`config.mk`:
```
export PLATFORM = sky130hd
export DESIGN_NAME = accum_sequencer
export DESIGN_NICKNAME = d
export VERILOG_FILES = /design/src/rtl/accum_sequencer.sv
export SDC_FILE = /design/constraint.sdc
export NUM_CORES = 1
export LEC_CHECK = 0
export BUFFER_PORTS_ARGS = -buffer_cell sky130_fd_sc_hd__buf_2
export CORE_UTILIZATION = 25
export CTS_BUF_LIST = sky130_fd_sc_hd__clkbuf_16
export DETAILED_ROUTE_END_ITERATION = 16
export PLACE_DENSITY = 0.5
export SKIP_CTS_REPAIR_TIMING = 1
export SYNTH_ARGS = -nofsm -noshare
export SYNTH_HDL_FRONTEND = slang
export SYNTH_SLANG_ARGS = --single-unit
export TNS_END_PERCENT = 1
```
`constraint.sdc`:
```
create_clock -name CLK -period 3.16 [get_ports CLK]
set_input_delay 0.474 -clock CLK [delete_from_list [all_inputs] [get_ports CLK]]
set_output_delay 0.474 -clock CLK [all_outputs]
set_load 0.005 [all_outputs]
```
`src/rtl/accum_sequencer.sv`:
```
// Sequences a counted burst of operands into Load/Add commands for a downstream accumulator,
// keeping a shadow running Sum and sticky carry flag; all outputs come straight from flops.
module accum_sequencer #(
  parameter int W  = 8,
  parameter int CW = 4
) (
  input  logic          CLK,
  input  logic          Clrn,
  input  logic          Start,
  input  logic [CW-1:0] Count,
  input  logic [W-1:0]  Din,
  input  logic          DinValid,
  output logic          DinReady,
  output logic [W-1:0]  A,
  output logic          Add,
  output logic          Load,
  output logic          AccClrn,
  output logic [W-1:0]  Sum,
  output logic          Ovf,
  output logic          Busy,
  output logic          Done
);

  typedef enum logic [2:0] {
    IDLE,
    CLEAR,
    FIRST,
    ACCUM,
    DRAIN,
    DONE
  } state_t;

  state_t        state_q, state_d;
  logic [CW-1:0] rem_q, rem_d;
  logic [W-1:0]  a_q, a_d;
  logic [W-1:0]  sum_q, sum_d;
  logic          add_q, add_d;
  logic          load_q, load_d;
  logic          acc_clrn_q, acc_clrn_d;
  logic          ovf_q, ovf_d;
  logic          busy_q, busy_d;
  logic          done_q, done_d;
  logic          din_rdy_q, din_rdy_d;

  logic          xfer;
  logic [CW-1:0] rem_dec;
  logic [W:0]    sum_ext;

  assign xfer    = DinValid && din_rdy_q;
  assign rem_dec = rem_q - {{(CW-1){1'b0}}, 1'b1};
  assign sum_ext = {1'b0, sum_q} + {1'b0, Din};

  always_comb begin
    state_d    = state_q;
    rem_d      = rem_q;
    sum_d      = sum_q;
    ovf_d      = ovf_q;
    add_d      = 1'b0;
    load_d     = 1'b0;
    acc_clrn_d = 1'b1;

    case (state_q)
      IDLE: begin
        if (Start) begin
          rem_d      = Count;
          sum_d      = '0;
          ovf_d      = 1'b0;
          acc_clrn_d = 1'b0;
          state_d    = CLEAR;
        end
      end
      CLEAR: begin
        state_d = (rem_q != '0) ? FIRST : DONE;
      end
      FIRST: begin
        if (xfer) begin
          load_d  = 1'b1;
          sum_d   = Din;
          rem_d   = rem_dec;
          state_d = (rem_dec != '0) ? ACCUM : DRAIN;
        end
      end
      ACCUM: begin
        if (xfer) begin
          add_d   = 1'b1;
          sum_d   = sum_ext[W-1:0];
          ovf_d   = ovf_q | sum_ext[W];
          rem_d   = rem_dec;
          state_d = (rem_dec != '0) ? ACCUM : DRAIN;
        end
      end
      DRAIN:   state_d = DONE;
      DONE:    state_d = IDLE;
      default: state_d = IDLE;
    endcase

    // Without a command, A mirrors Sum so the downstream default load of A keeps B intact.
    if (load_d || add_d) begin
      a_d = Din;
    end else if (!acc_clrn_d) begin
      a_d = '0;
    end else begin
      a_d = sum_d;
    end

    busy_d    = (state_d != IDLE);
    done_d    = (state_d == DONE);
    din_rdy_d = (state_d == FIRST) || (state_d == ACCUM);
  end

  always_ff @(posedge CLK) begin
    if (!Clrn) begin
      state_q    <= IDLE;
      rem_q      <= '0;
      a_q        <= '0;
      sum_q      <= '0;
      add_q      <= 1'b0;
      load_q     <= 1'b0;
      acc_clrn_q <= 1'b0;
      ovf_q      <= 1'b0;
      busy_q     <= 1'b0;
      done_q     <= 1'b0;
      din_rdy_q  <= 1'b0;
    end else begin
      state_q    <= state_d;
      rem_q      <= rem_d;
      a_q        <= a_d;
      sum_q      <= sum_d;
      add_q      <= add_d;
      load_q     <= load_d;
      acc_clrn_q <= acc_clrn_d;
      ovf_q      <= ovf_d;
      busy_q     <= busy_d;
      done_q     <= done_d;
      din_rdy_q  <= din_rdy_d;
    end
  end

  assign DinReady = din_rdy_q;
  assign A        = a_q;
  assign Add      = add_q;
  assign Load     = load_q;
  assign AccClrn  = acc_clrn_q;
  assign Sum      = sum_q;
  assign Ovf      = ovf_q;
  assign Busy     = busy_q;
  assign Done     = done_q;

endmodule

```
==> impl_metrics.json, run 1 <==
{
  "ant_nets": 0,
  "pre_cts_ws_ns": 0.938,
  "end_kind": "flop",
  "holdWs_ns": 0.456,
  "drtPass1Iterations": 4,
  "leakage_uw": 0.000849,
  "total_power_uw": 1230,
  "drive_gt1_frac": 0.242,
  "peakVddDrop_v": 0.000362,
  "fillers": 650,
  "status": "complete, no violations",
  "portBuffers": 38,
  "pwr-share-clk": 0.365,
  "cts_made_buffers": 5,
  "postRouteWirelength_mm": 3.98,
  "setup_slack_ns": 1.19,
  "utilization": 0.326,
  "fin_nets": 249,
  "core_area_um2": 5990,
  "fin_crit_sh": 0.622,
  "r2r_cells": 8,
  "switching_share": 0.328,
  "pwr-share-comb": 0.246,
  "grt_max_degree": 16,
  "cts_tree": "yes",
  "p_switching_uw": 402,
  "setup_viol": 0,
  "avgRoutedWirePerCell_um": 13.3,
  "r2r_start": "Sum[0]$_SDFF_PN0_",
  "area_growth_pct": 24.9,
  "grt_remaining_overflow": 0,
  "die_w_um": 81.1,
  "syn_nets": 211,
  "async_flop_share": 0,
  "synth_area_um2": 1570,
  "power.internal_uw": 824,
  "min-delay-start": "Din[4]",
  "grt_pass1_vias": 1356,
  "synth_edf_count": 0,
  "cts_buffer_depth": 2,
  "fin_skew_ns": 0.00138,
  "drc": 0,
  "dp_hpwl_mm": 2.93,
  "ys_types": 42,
  "slew_headroom": 0.643,
  "drtIter0Drc": 104,
  "dieArea_um2": 6580,
  "viasPerCell": 4.74,
  "root_buffer": "clkbuf_16",
  "place_congestion": 0.798,
  "required_ns": 3.36,
  "min_to": "A[4]$_SDFF_PN0_",
  "antenna_found_initial": 0,
  "max_freq_mhz": 509,
  "synth.yosys.seq_area_share": 0.384,
  "layout_min_cycle_time_ns": 1.97,
  "synth.area.top_cells": "dfxtp_1 38%, ha_1 8.0%, a21oi_1 6.4%",
  "synth_commonest_cells": "30 x dfxtp_1, 20 x a21oi_1, 18 x nand2_1, 17 x nor2_1, 10 x ha_1",
  "core.rowCount": 28,
  "worst_pin_slew_ns": 0.534,
  "io_pins": 39,
  "htreeDepth": 2,
  "yosys.area.top_type": "dfxtp_1",
  "yosysTopAreaCellShare": 0.384,
  "p_seq_frac": 0.388,
  "path_class": "input pin to flop",
  "crit_fanout": 3,
  "hold_depth": 2,
  "start_kind": "input pin",
  "antenna_cells": 0,
  "reg2reg_setup_slack_ns": 1.19,
  "grt_use_total": 0.137,
  "synthMostInstantiatedCell": "dfxtp_1",
  "timing.rr.end": "Sum[6]$_SDFF_PN0_",
  "p_per_area_nw_per_um2": 627,
  "yosysWarnings": 0,
  "hold_viol": 0,
  "rsz0062_at_grt": "false",
  "yosys_register_bits": 30,
  "hold_class": "input pin to flop",
  "drv_slew": 0,
  "initial_core_util": 0.261,
  "dominantRegCellSynth": "dfxtp_1",
  "fin_tns_setup_ns": 0,
  "die_y_um": 81.1,
  "numClockSinks": 30,
  "netlist_instances": 184,
  "maxCapViolCount": 0,
  "num_vias": 1412,
  "avgSynthCellArea_um2": 8.51,
  "clkLatencyLatePin_ns": 0.27,
  "grt_pass1_wl_mm": 6.64,
  "clk_pin_slew_ns": 0.05,
  "cp.arrival_ns": 2.17
}
==> layer usage <==
metal | wire [µm] | up-vias | global-route usage
li1 | - | 737 | -
met1 | 1990 | 638 | 0.185
met3 | 221 | 7 | 0.0449
met4 | 49 | 0 | 0.0536
met5 | 0 | - | 0
met2 | 1720 | 30 | 0.198
==> layout make-up <==
cell class	count	area, µm²	share of cell area
tap	75	93.8	0.0480
timing repair buffer	39	198	0.101
sequential	30	601	0.307
clock buffer	5	125	0.0640
clock inverter	3	11.3	0.00576
inverter	7	26.3	0.0134
multi-input combinational	139	900	0.460
==> power by group through the flow <==
stage               combinational (µW)  sequential (µW)  clock (µW)
floorplan                          255              450           0
finish                             302              476         448
CTS                                305              476         461
detailed placement                 304              483           0
global placement                   306              483           0
global route                       342              485         482
==> stage by stage <==
| stage | cell area [µm²] | cells |
|---|---|---|
| 5_1_grt | 1950 | 298 |
| 6_report | 1950 | 298 |
| 3_3_place_gp | 1820 | 290 |
| 3_5_place_dp | 1820 | 290 |
| 2_1_floorplan | 1570 | 184 |
| 4_1_cts | 1950 | 298 |
==> how the worst max path moves through the flow <==
stage,startpoint,endpoint,slack [ns],depth (start not counted)
final,Din[0],Sum[6]$_SDFF_PN0_,1.19,9
after floorplan,Din[0],Ovf$_SDFFE_PN0P_,1.18,8
after global routing,Sum[0]$_SDFF_PN0_,Sum[6]$_SDFF_PN0_,1.01,8
after detailed placement,Din[0],Sum[6]$_SDFF_PN0_,0.94,9
after global placement,Din[0],Ovf$_SDFFE_PN0P_,0.96,9
after CTS,Sum[0]$_SDFF_PN0_,Sum[6]$_SDFF_PN0_,1.20,8
==> state kept, by name, summed over array words and instances (netlist names), 3 cells and up <==
signal   flops
rem_q        4
A            8
Sum          8
state_q      3
==> worst max-delay path, cell delays in order <==
cell	delay, ns
buf_2	0.11
ha_1	0.22
fa_1	0.43
a211oi_1	0.24
o21bai_1	0.11
a21oi_1	0.22
xnor2_1	0.14
nand2_1	0.07
a21oi_1	0.15
==> cell usage in the layout (no fill, tap or decap), drive strengths merged, types with 2 or more instances in the layout <==
cell type,n
a211oi,5
a21o,4
a21oi,23
a22o,3
a22oi,3
buf,39
clkbuf,5
clkinv,3
dfxtp,30
ha,10
inv,7
mux2i,2
nand2,19
nand3,3
nor2,20
nor2b,2
nor3,9
o211ai,4
o21ai,7
o31ai,3
xnor2,6
==> cell families after synthesis <==
logic type | after synthesis | share of synthesized area
mux | 3 | 0.0200
fa+ha+maj | 11 | 0.0927
xor+xnor | 7 | 0.0392
simple gates | 60 | 0.178
compound gates | 58 | 0.245
flops | 30 | 0.384
buf+inv | 15 | 0.0416
No activity file was read; power rests on OpenSTA's default activity.
==> run 2, diff against run 1 <==
- PLACE_DENSITY: 0.5 -> 0.51
- clock period: 3.16 -> 1.65 ns (I/O delays scaled with it)
==> impl_metrics.json, run 2 (synthesis results as in run 1) <==
{
  "num_vias": 1535,
  "path_class": "flop to flop",
  "cts_tree": "yes",
  "grt_pass1_vias": 1490,
  "clkLatencyLatePin_ns": 0.27,
  "die_w_um": 81.1,
  "viasPerCell": 4.69,
  "dieArea_um2": 6580,
  "required_ns": 1.81,
  "crit_fanout": 3,
  "layout_commonest_cell": "buf_2",
  "grtUsageMet3": 0.0449,
  "cts_made_buffers": 5,
  "setup_slack_ns": -0.115,
  "start_kind": "flop",
  "cts_buffer_depth": 2,
  "antenna_cells": 0,
  "mostFrequentLayoutCells": "38 x buf_2, 30 x buf_4, 27 x dfxtp_1",
  "crit_slowest_cell": "fa_2",
  "grt_max_degree": 16,
  "grt_busiest_layer": "met2",
  "initial_core_util": 0.261,
  "regArea_um2": 604,
  "total_power_uw": 2640,
  "core_area_um2": 5990,
  "status": "complete, but fails checks",
  "grt_use_total": 0.141,
  "grtUsageMet2": 0.215,
  "switching_share": 0.305,
  "dp_hpwl_mm": 3.25,
  "clk_pin_slew_ns": 0.05,
  "use_met1": 0.180,
  "area_growth_pct": 45.2,
  "p_per_area_nw_per_um2": 1160,
  "fillers": 624,
  "drtIter0Drc": 87,
  "hold_viol": 0,
  "drive_gt1_frac": 0.397,
  "maxCapViolCount": 0,
  "antenna_found_initial": 0,
  "p_seq_frac": 0.324,
  "setup_viol": 3,
  "crit_chain": "ha_4 > fa_2 > a211oi_2 > o21bai_1 > a21oi_2 > nor2b_1 > o211ai_1 > o21ai_1",
  "core.rowCount": 28,
  "htreeDepth": 2,
  "drc": 0,
  "p_switching_uw": 805,
  "hold_class": "input pin to flop",
  "violations": "negative setup slack",
  "die_y_um": 81.1,
  "pwr-share-comb": 0.290,
  "io_pins": 39,
  "fin_crit_sh": 1.07,
  "slew_headroom": 0.704,
  "ant_nets": 0,
  "grt_remaining_overflow": 0,
  "peakVddDrop_v": 0.000448,
  "pwr-share-clk": 0.386,
  "layout_min_cycle_time_ns": 1.77,
  "drtPass1Iterations": 4,
  "power.internal_uw": 1840,
  "fin_nets": 278,
  "postRouteWirelength_mm": 4.27,
  "portBuffers": 38,
  "place_congestion": 0.792,
  "path_buf_inv": 0,
  "cp.arrival_ns": 1.93,
  "max_stage_delay_ns": 0.39,
  "drv_slew": 0,
  "critical_path.top_delay_family": "compound AO/OA/AOI/OAI gates",
  "holdWs_ns": 0.235,
  "final_cells": 327,
  "max_freq_mhz": 566,
  "root_buffer": "clkbuf_16",
  "numClockSinks": 30,
  "leakage_uw": 0.00101,
  "avgRoutedWirePerCell_um": 13.0,
  "multi_input_comb_area_um2": 967,
  "fin_tns_setup_ns": -0.229,
  "placedCellCount": 318,
  "grt_pass1_wl_mm": 6.95,
  "end_kind": "flop",
  "rsz0062_at_grt": "true",
  "worst_pin_slew_ns": 0.444,
  "fin_skew_ns": 0.00452
}
[run 2: cell types whose count changed in the layout (fill, tap and decap cells not counted), moves of 3 or more]
cell,before,now
a21oi_1,20,16
a21oi_2,3,7
buf_4,1,30
clkinv_1,3,0
dfxtp_1,30,27
dfxtp_2,0,3
ha_1,10,6
ha_4,0,3
[run 2: final timing paths]
path                      from          endpoint  slack, ns  depth (start not counted)
max          Sum[0]$_SDFF_PN0_  Ovf$_SDFFE_PN0P_      -0.12                          8
min                     Din[7]   A[7]$_SDFF_PN0_       0.23                          3
max reg2reg  Sum[0]$_SDFF_PN0_  Ovf$_SDFFE_PN0P_      -0.12                          8
min reg2reg   Ovf$_SDFFE_PN0P_  Ovf$_SDFFE_PN0P_       0.52                          2
[run 2: per-layer routing]
metal  wire, µm  up-vias
met3        260        7
li1           -      790
met1       2070      703
met2       1850       35
met4         91        0
met5          0        -
[run 2: area by class of cell]
cell class / count / share of cell area
multi-input combinational: 139 / 0.426
sequential: 30 / 0.266
timing repair buffer: 68 / 0.183
clock buffer: 5 / 0.0551
tap: 75 / 0.0413
clock inverter: 3 / 0.0176
inverter: 7 / 0.0116
[run 2: tightest hold or removal path, cell delays in order]
cell and delay (ns):
buf_2 0.11, nand2_1 0.05, o31ai_1 0.06
[run 2: through the flow]
stage	setup WS, ns	instance area [µm²]	util
6_report	-0.115	2270	0.379
5_1_grt	-0.258	2270	0.379
4_1_cts	-0.175	2210	0.370
3_5_place_dp	-0.236	2050	0.342
3_3_place_gp	-0.194	2050	0.342
2_1_floorplan	-0.0667	1590	-
[run 2: power groups by stage]
stage / logic (µW) / clock network (µW) / registers (µW)
floorplan: 491 / 0 / 862
global placement: 756 / 0 / 869
detailed placement: 755 / 0 / 871
CTS: 759 / 1040 / 856
global route: 851 / 1080 / 867
finish: 766 / 1020 / 856
==> run 3, diff against run 2 <==
- ABC_AREA: unset -> 1
==> impl_metrics.json, run 3 <==
{
  "end_kind": "flop",
  "r2r_cells": 8,
  "crit_chain": "ha_1 > or2_1 > and2_1 > xor2_1 > nand2_1 > nand4_1 > nand2_1 > nand2_1",
  "avgRoutedWirePerCell_um": 11.7,
  "crit_path_frequent_cell": "nand2_1",
  "numClockSinks": 30,
  "layout_min_cycle_time_ns": 1.56,
  "drc": 0,
  "num_vias": 1609,
  "postRouteWirelength_mm": 4.17,
  "fin_skew_ns": 0.00524,
  "fin_tns_setup_ns": 0,
  "synthMostInstantiatedCell": "nand2_1",
  "yosys_register_bits": 30,
  "core_area_um2": 6350,
  "path_class": "flop to flop",
  "netlist_instances": 227,
  "die_w_um": 83.0,
  "endpoint": "A[3]$_SDFF_PN0_",
  "setup_viol": 0,
  "antenna_cells": 0,
  "htreeDepth": 2,
  "cts_made_buffers": 5,
  "placedCellCount": 350,
  "p_per_area_nw_per_um2": 1070,
  "required_ns": 1.82,
  "grt_max_degree": 15,
  "setup_slack_ns": 0.0878,
  "dieArea_um2": 6890,
  "portBuffers": 38,
  "drv_slew": 0,
  "peakVddDrop_v": 0.000597,
  "area_growth_pct": 32.5,
  "yosysWarnings": 0,
  "grt_pass1_vias": 1491,
  "start_kind": "flop",
  "final_cells": 356,
  "r2r_start": "Sum[2]$_SDFF_PN0_",
  "critical_path.top_delay_family": "simple AND/OR/NAND/NOR gates",
  "root_buffer": "clkbuf_16",
  "critPathLaunch": "Sum[2]$_SDFF_PN0_",
  "synth_edf_count": 0,
  "pre_cts_ws_ns": -0.0720,
  "status": "complete, no violations",
  "reg2reg_setup_slack_ns": 0.09,
  "grt_remaining_overflow": 0,
  "crit_slowest_cell": "dfxtp_2",
  "dp_hpwl_mm": 3.20,
  "hold_depth": 3,
  "die_y_um": 83.0,
  "hold_class": "input pin to flop",
  "io_pins": 39,
  "rsz0062_at_grt": "true",
  "grt_use_total": 0.127,
  "slew_headroom": 0.660,
  "mostFrequentLayoutCells": "68 x nand2_1, 38 x buf_2, 28 x inv_1",
  "maxCapViolCount": 0,
  "drtIter0Drc": 37,
  "grt_pass1_wl_mm": 6.95,
  "avgSynthCellArea_um2": 7.23,
  "synth.yosys.seq_area_share": 0.366,
  "timing.rr.end": "A[3]$_SDFF_PN0_",
  "dominantRegCellSynth": "dfxtp_1",
  "cts_buffer_depth": 2,
  "clk_pin_slew_ns": 0.05,
  "drtPass1Iterations": 4,
  "cp.arrival_ns": 1.73,
  "drive_gt1_frac": 0.276,
  "ant_nets": 0,
  "antenna_found_initial": 0,
  "max_stage_delay_ns": 0.33,
  "yosys.area.top_type": "dfxtp_1",
  "yosysTopAreaCellShare": 0.366,
  "hold_viol": 0,
  "cts_tree": "yes",
  "leakage_uw": 0.00116,
  "path_depth": 8,
  "syn_nets": 254,
  "core.rowCount": 29,
  "max_freq_mhz": 640,
  "layout_commonest_cell": "nand2_1",
  "async_flop_share": 0,
  "viasPerCell": 4.52,
  "fin_crit_sh": 0.947,
  "initial_core_util": 0.259,
  "synth_area_um2": 1640,
  "synth_commonest_cells": "70 x nand2_1, 30 x dfxtp_1, 28 x inv_1, 15 x nand3_1, 15 x nor2_1",
  "place_congestion": 0.751,
  "clkLatencyLatePin_ns": 0.28,
  "synth.area.top_cells": "dfxtp_1 37%, nand2_1 16%, ha_1 7.6%",
  "crit_fanout": 3,
  "worst_pin_slew_ns": 0.509,
  "ys_types": 33,
  "fin_nets": 307,
  "path_buf_inv": 0
}
==> run 3: cell types whose count changed in the layout (fill, tap and decap cells not counted), moves of 4 or more <==
cell / before / now
a21o_1: 4 / 0
a21oi_1: 16 / 12
a21oi_2: 7 / 1
buf_4: 30 / 11
inv_1: 5 / 28
nand2_1: 18 / 68
nand3_1: 3 / 15
nor3_1: 8 / 0
xnor2_1: 6 / 1
==> run 3: through the flow <==
| stage | power, µW | hold WS [ns] | utilization | instance area, µm² |
|---|---|---|---|---|
| 3_3_place_gp | 1520 | 0.441 | 0.314 | 1990 |
| 3_5_place_dp | 1520 | 0.446 | 0.314 | 1990 |
| 4_1_cts | 2350 | 0.237 | 0.334 | 2120 |
| 2_1_floorplan | 1320 | 0.383 | - | 1640 |
| 6_report | 2340 | 0.238 | 0.343 | 2180 |
| 5_1_grt | 2480 | 0.251 | 0.343 | 2180 |
==> run 3: where the power goes <==
part           switching [µW]  total (µW)  internal [µW]
Combinational             395         639            244
Sequential               62.1         876            814
Clock                     288         820            533
Total                     744        2340           1590
==> run 3: layout make-up <==
cell class / instances / area (µm²)
Sequential cell: 30 / 604
Inverter: 31 / 116
Clock buffer: 5 / 125
Fill cell: 705 / 4170
Clock inverter: 1 / 3.75
Timing Repair Buffer: 49 / 273
Multi-Input combinational cell: 163 / 957
Tap cell: 77 / 96.3
==> run 3: layer usage <==
| metal | up-vias | wire length (µm) | track usage |
|---|---|---|---|
| met4 | 0 | 40 | 0.0376 |
| met5 | - | 0 | 0 |
| met3 | 7 | 238 | 0.0487 |
| met2 | 41 | 1890 | 0.198 |
| li1 | 840 | - | - |
| met1 | 721 | 2000 | 0.163 |
==> run 3: worst min path at each step <==
stage / start / endpoint / slack [ns]
after global routing: Count[2] / rem_q[2]$_SDFFE_PN0P_ / 0.25
after global placement: Ovf$_SDFFE_PN0P_ / Ovf$_SDFFE_PN0P_ / 0.44
after floorplan: Clrn / DinReady$_SDFF_PN0_ / 0.38
after CTS: Din[3] / A[3]$_SDFF_PN0_ / 0.24
final: Count[2] / rem_q[2]$_SDFFE_PN0P_ / 0.24
after detailed placement: Ovf$_SDFFE_PN0P_ / Ovf$_SDFFE_PN0P_ / 0.45
==> run 3: kinds of logic (layout without fill, tap and decap cells) <==
logic type | after synthesis | in the layout | synth area share
AND/OR/NAND/NOR | 113 | 113 | 0.313
AO/OA/AOI/OAI | 35 | 35 | 0.129
buffers and inverters | 34 | 86 | 0.0823
flip-flops | 30 | 30 | 0.366
adder cells (fa/ha/maj) | 11 | 11 | 0.0884
XOR/XNOR | 4 | 4 | 0.0213
==> run 3: worst reg2reg max path, stage by stage (launching register included) <==
cell,delay (ns)
dfxtp_2,0.33
ha_1,0.29
or2_1,0.23
and2_1,0.18
xor2_1,0.14
nand2_1,0.07
nand4_1,0.10
nand2_1,0.08
nand2_1,0.04
